File: src/rtl/i2c_arbiter_pkg.sv
// i2c_arbiter_pkg: shared types for the I2C transfer arbiter.
//   i2c_arb_state_t : arbiter FSM state (IDLE, START, WAIT_DONE)
//   i2c_request_t   : one single-register transfer {direction, slave, register, data}
package i2c_arbiter_pkg;
   typedef enum logic [1:0] {IDLE, START, WAIT_DONE} i2c_arb_state_t;
   typedef struct packed {
      logic       direction;
      logic [7:0] slave_address;
      logic [7:0] register_address;
      logic [7:0] data;
   } i2c_request_t;
endpackage

File: src/rtl/rr_priority_select.sv
// rr_priority_select: combinational round-robin winner search.
//   request     in  N        pending requests
//   last_grant  in  log2(N)  previous owner, searched last
//   grant       out N        one-hot winner (zero when nothing is pending)
//   grant_index out log2(N)  index of the winner
module rr_priority_select #(
   parameter int N = 4,
   localparam int W = $clog2(N)
) (
   input  logic [N-1:0] request,
   input  logic [W-1:0] last_grant,
   output logic [N-1:0] grant,
   output logic [W-1:0] grant_index
);
   logic [W-1:0] k;
   // Walk from the farthest candidate to the nearest so the nearest pending
   // requester after last_grant overwrites any earlier hit.
   always_comb begin
      grant = '0;
      grant_index = '0;
      k = '0;
      for (int i = N; i >= 1; i--) begin
         k = W'((int'(last_grant) + i) % N);
         if (request[k]) begin
            grant = '0;
            grant[k] = 1'b1;
            grant_index = k;
         end
      end
   end
endmodule

File: src/rtl/i2c_transfer_arbiter.sv
// i2c_transfer_arbiter: round-robin sharing of one I2C master engine among N requesters.
//   clock, reset                  system clock, synchronous active-low reset
//   req_valid/req_ready           per-requester handshake (ready is combinational in IDLE)
//   req_direction/_slave_address/
//   req_register_address/req_data per-requester transfer fields, 8 bits packed per requester
//   req_done/req_error            one-cycle completion / timeout pulse to the owner
//   start, direction, slave_address,
//   register_address, data        engine start pulse and latched transfer fields
//   done                          engine completion pulse
//   busy, grant_id                not-IDLE flag, current or last owner
// Optional watchdog: define I2C_ARBITER_TIMEOUT_EN to abort a transfer after
// TIMEOUT_CYCLES cycles in WAIT_DONE.
module i2c_transfer_arbiter
   import i2c_arbiter_pkg::*;
#(
   parameter int N_REQUESTERS = 4,
   parameter int TIMEOUT_CYCLES = 100000,
   localparam int W = $clog2(N_REQUESTERS)
) (
   input  logic                      clock,
   input  logic                      reset,
   input  logic [N_REQUESTERS-1:0]   req_valid,
   output logic [N_REQUESTERS-1:0]   req_ready,
   input  logic [N_REQUESTERS-1:0]   req_direction,
   input  logic [8*N_REQUESTERS-1:0] req_slave_address,
   input  logic [8*N_REQUESTERS-1:0] req_register_address,
   input  logic [8*N_REQUESTERS-1:0] req_data,
   output logic [N_REQUESTERS-1:0]   req_done,
   output logic [N_REQUESTERS-1:0]   req_error,
   output logic                      start,
   output logic                      direction,
   output logic [7:0]                slave_address,
   output logic [7:0]                register_address,
   output logic [7:0]                data,
   input  logic                      done,
   output logic                      busy,
   output logic [W-1:0]              grant_id
);
   i2c_arb_state_t state, next_state;
   i2c_request_t xfer, pick;
   logic [N_REQUESTERS-1:0] win, owner;
   logic [W-1:0] win_index, last_grant;
   logic accept, finish, timeout;

   rr_priority_select #(.N(N_REQUESTERS)) u_select (
      .request(req_valid),
      .last_grant(last_grant),
      .grant(win),
      .grant_index(win_index)
   );

   assign pick = {req_direction[win_index], req_slave_address[8*win_index +: 8],
                  req_register_address[8*win_index +: 8], req_data[8*win_index +: 8]};
   assign owner = {{(N_REQUESTERS-1){1'b0}}, 1'b1} << grant_id;
   assign accept = state == IDLE && |req_valid;
   assign finish = state == WAIT_DONE && (done || timeout);
   assign {direction, slave_address, register_address, data} = xfer;

`ifdef I2C_ARBITER_TIMEOUT_EN
   localparam int CW = $clog2(TIMEOUT_CYCLES + 1);
   logic [CW-1:0] count;
   // Held at zero outside WAIT_DONE, so it reads 0 on the first WAIT_DONE cycle;
   // firing at TIMEOUT_CYCLES-1 puts the pulse TIMEOUT_CYCLES cycles after entry.
   always_ff @(posedge clock) count <= (!reset || state != WAIT_DONE) ? '0 : count + 1'b1;
   assign timeout = state == WAIT_DONE && count == CW'(TIMEOUT_CYCLES - 1);
`else
   // Watchdog compiled out: WAIT_DONE waits for done indefinitely.
   assign timeout = TIMEOUT_CYCLES < 0;
`endif

   always_ff @(posedge clock) state <= !reset ? IDLE : next_state;

   always_comb begin
      next_state = state == IDLE  ? (accept ? START : IDLE) :
                   state == START ? WAIT_DONE :
                   finish         ? IDLE : WAIT_DONE;
   end

   always_comb begin
      start = state == START;
      busy = state != IDLE;
      req_ready = state == IDLE ? win : '0;
   end

   always_ff @(posedge clock) begin
      if (!reset) begin
         xfer <= '0;
         grant_id <= '0;
         last_grant <= W'(N_REQUESTERS - 1);
         req_done <= '0;
         req_error <= '0;
      end else begin
         req_done <= finish ? owner : '0;
         // A done coinciding with the timeout wins: completion without error.
         req_error <= (finish && !done) ? owner : '0;
         if (accept) begin
            xfer <= pick;
            grant_id <= win_index;
         end
         if (finish) last_grant <= grant_id;
      end
   end
endmodule

File: config.mk
export PLATFORM = sky130hd
export DESIGN_NAME = i2c_transfer_arbiter
export DESIGN_NICKNAME = d
export VERILOG_FILES = /design/src/rtl/i2c_arbiter_pkg.sv /design/src/rtl/rr_priority_select.sv /design/src/rtl/i2c_transfer_arbiter.sv
export SDC_FILE = /design/constraint.sdc
export NUM_CORES = 1
export LEC_CHECK = 0
export CAP_MARGIN = 20
export CORE_MARGIN = 2
export CORE_UTILIZATION = 38
export DETAILED_ROUTE_END_ITERATION = 8
export PLACE_DENSITY = 0.81
export SLEW_MARGIN = 0
export SYNTH_ARGS = -nofsm -noshare
export SYNTH_HDL_FRONTEND = slang
export SYNTH_SLANG_ARGS = --single-unit
File: constraint.sdc
create_clock -name clock -period 4.02 [get_ports clock]
set_clock_uncertainty 0.05 [all_clocks]
set_input_delay 0.804 -clock clock [delete_from_list [all_inputs] [get_ports clock]]
set_output_delay 0.804 -clock clock [all_outputs]
set_load 0.05 [all_outputs]
==> results.json <==
{
  "status": "complete, no violations",
  "grt_util_all_layers_pct": 22.1,
  "path_delay_family": "compound AO/OA/AOI/OAI gates",
  "insertion_delay_ns": 0.28,
  "ant_nets": 0,
  "grt_max_degree": 20,
  "synth_top_area_share_pct": 31.5,
  "reg2reg_from": "last_grant[1]",
  "grt.overflow.total": 0,
  "placementRows": 29,
  "cts_root_buf": "clkbuf_8",
  "cts.sinks": 39,
  "grt_pass1_wl_um": 13000,
  "synth_top_area_cell": "dfxtp_1",
  "reg2reg_slack_ns": 0.82,
  "die_x_um": 84.8,
  "ys_top_cells_by_count": "39 x dfxtp_1, 26 x nand3_1, 22 x a21oi_1",
  "rr_worst_depth": 10,
  "avgSynthCellArea_sq_um": 9.39,
  "regToRegEndpoint": "slave_address[5]",
  "fin_setup_tns_ns": 0,
  "ir_worst_vdd_mv": 0.227,
  "synth_area_sq_mm": 0.00248,
  "finalSetupViolCount": 0,
  "worstPathCellList": "clkdlybuf4s50_1, mux4_2, a211oi_2, a221oi_1, a211o_1, a21oi_1, buf_12",
  "tritoncts": "done",
  "routed_via_density": 5.57,
  "path_class": "in -> out",
  "antenna_found_initial": 0,
  "numCtsBuffers": 5,
  "leakage_nw": 1.66,
  "slew_headroom_pct": 48.8,
  "port_buffers": 147,
  "max_cap_viol_count": 0,
  "synth_most_common_cell": "dfxtp_1",
  "timing_hold_violations_final": 0,
  "layout-drive-gt1-share_pct": 13.1,
  "first_global_vias": 2715,
  "coreArea_sq_mm": 0.00631,
  "hp-start": "data[1]",
  "cts_setup_buffers": 0,
  "crit_fanout": 4,
  "wirelength_um": 8310,
  "synthDistinctLibCells": 44,
  "async_flop_share_pct": 0,
  "fmax_mhz": 266,
  "routabilityCongestion": 0.839,
  "vias": 2718,
  "hold_path.class": "reg -> reg",
  "routedWlPerCell_um": 17.0,
  "slowest_delay_ns": 0.50,
  "dp_hpwl_um": 6300,
  "clk_path_buf_depth": 2,
  "synth.top_cells.by_area": "dfxtp_1 31%, mux2_4 9.1%, a221o_1 7.7%, mux2i_1 6.1%, nand3_1 5.2%",
  "worst_slew_pin_slew_ns": 0.768,
  "seq_area_frac_synth_pct": 31.5,
  "clk_pin_slew_ns": 0.08,
  "slowest_stage": "mux4_2",
  "ys.flop_type": "dfxtp_1",
  "fin_crit_ns": 3.76,
  "chipHeight_um": 84.8,
  "antenna_cells": 0,
  "hold-path-endpoint": "data[1]",
  "power_density_mw_per_mm2": 357,
  "ctsHtreeMaxLevel": 2,
  "cp-end-kind": "output port",
  "drt_iter0_drc": 113,
  "final_area_sq_mm": 0.00418,
  "cp_num_buf_inv": 2,
  "first_pass_iters": 4,
  "cp.arrival_ns": 2.90,
  "drc": 0,
  "start_util_pct": 39.3,
  "synth_edf_count": 0,
  "die_area_sq_mm": 0.00719,
  "slew_violations": 0,
  "yosys_register_bits": 39,
  "required_ns": 3.17,
  "fin_nets": 524,
  "ios": 148,
  "yosysWarnings": 0,
  "area_delta_synth_final_pct": 68.5,
  "fin_crit_sh_pct": 93.5,
  "dpl_cell_area_sq_mm": 0.00409,
  "cp-start-kind": "input pin",
  "syn_inst": 264,
  "rsz0062_at_grt": "false",
  "whs_path_depth": 1
}
==> how the worst max path moves through the flow <==
stage,startpoint,endpoint,slack [ns],cells past startpoint
finish,req_valid[0],req_ready[3],0.26,7
floorplan,req_valid[3],req_ready[0],0.17,6
CTS,last_grant[1],req_ready[3],0.17,8
detailed placement,req_valid[0],req_ready[3],0.11,7
global route,last_grant[1],req_ready[3],0.18,8
global placement,req_valid[0],req_ready[1],0.21,7
==> timing repair <==
action,CTS,global route
gates resized for setup,1,1
setup endpoints to repair,3,1
hold buffers,0,0
pin swaps,0,0
hold endpoints to repair,0,0
==> state kept, by name, summed over array words and instances, names as in the netlist, 2 cells and up <==
register,cells
last_grant,2
state,2
grant_id,2
register_address,8
req_error,4
data,8
slave_address,8
req_done,4
==> power breakdown <==
group	internal (mW)	switching [mW]
sequential	0.437	0.0317
combinational	0.346	0.405
clock	0.135	0.136
==> through the flow <==
| step | std cells | util (%) | hold slack [ns] | setup slack, ns | power, mW |
|---|---|---|---|---|---|
| 2_1_floorplan | 267 | - | 0.411 | 0.171 | 0.936 |
| 3_3_place_gp | 481 | 64.7 | 0.415 | 0.211 | 1.21 |
| 3_5_place_dp | 481 | 64.7 | 0.425 | 0.111 | 1.23 |
| 4_1_cts | 488 | 66.2 | 0.443 | 0.169 | 1.50 |
| 5_1_grt | 488 | 66.2 | 0.453 | 0.176 | 1.56 |
| 6_report | 488 | 66.2 | 0.437 | 0.262 | 1.49 |
==> metal layers <==
metal	global-route usage, %	wire length [um]	vias up
met5	0	0	-
li1	-	-	1307
met1	27.1	3460	1281
met4	3.75	18	0
met3	5.41	645	2
met2	39.8	4190	128
==> layout make-up <==
type / count / area [sq um]
clock buffer: 6 / 82.6
clock inverter: 1 / 5.00
fill: 524 / 2130
inverter: 7 / 26.3
multi-input combinational: 195 / 1540
sequential: 39 / 782
tap: 77 / 96.3
timing repair buffer: 163 / 1640
==> layout by cell type, fill, tap and decap left out, types with 2 or more instances in the layout <==
cell and instances:
a211oi_1 2, nor2_1 2, o211a_1 2, conb_1 4
a221o_1 19, dfxtp_1 38, nand2_1 10, nor2b_1 4
buf_4 15, buf_12 5, o21a_1 2, a211o_1 5
and2_1 3, o221ai_1 7, nor3b_1 2, mux2i_1 15
o21ai_1 11, clkdlybuf4s50_1 143, and4_1 2, o211ai_1 2
inv_1 7, mux2_4 15, o21ai_0 8, mux4_2 3
mux2_2 4, a21oi_1 22, nand3_1 26, ha_1 6
a221oi_1 6, clkbuf_8 6
==> logic make-up (layout without fill, tap and decap cells) <==
logic type / count (synthesis) / in the layout / synth area share [%]
adders and majority gates: 6 / 6 / 3.03
buffers and inverters: 33 / 177 / 6.96
AOI/OAI and AO/OA: 90 / 90 / 26.1
other: 1 / 4 / 0.151
muxes: 37 / 37 / 19.7
and+or+nand+nor: 58 / 58 / 12.6
DFF: 39 / 39 / 31.5
No activity file was read; power rests on OpenSTA's default activity.
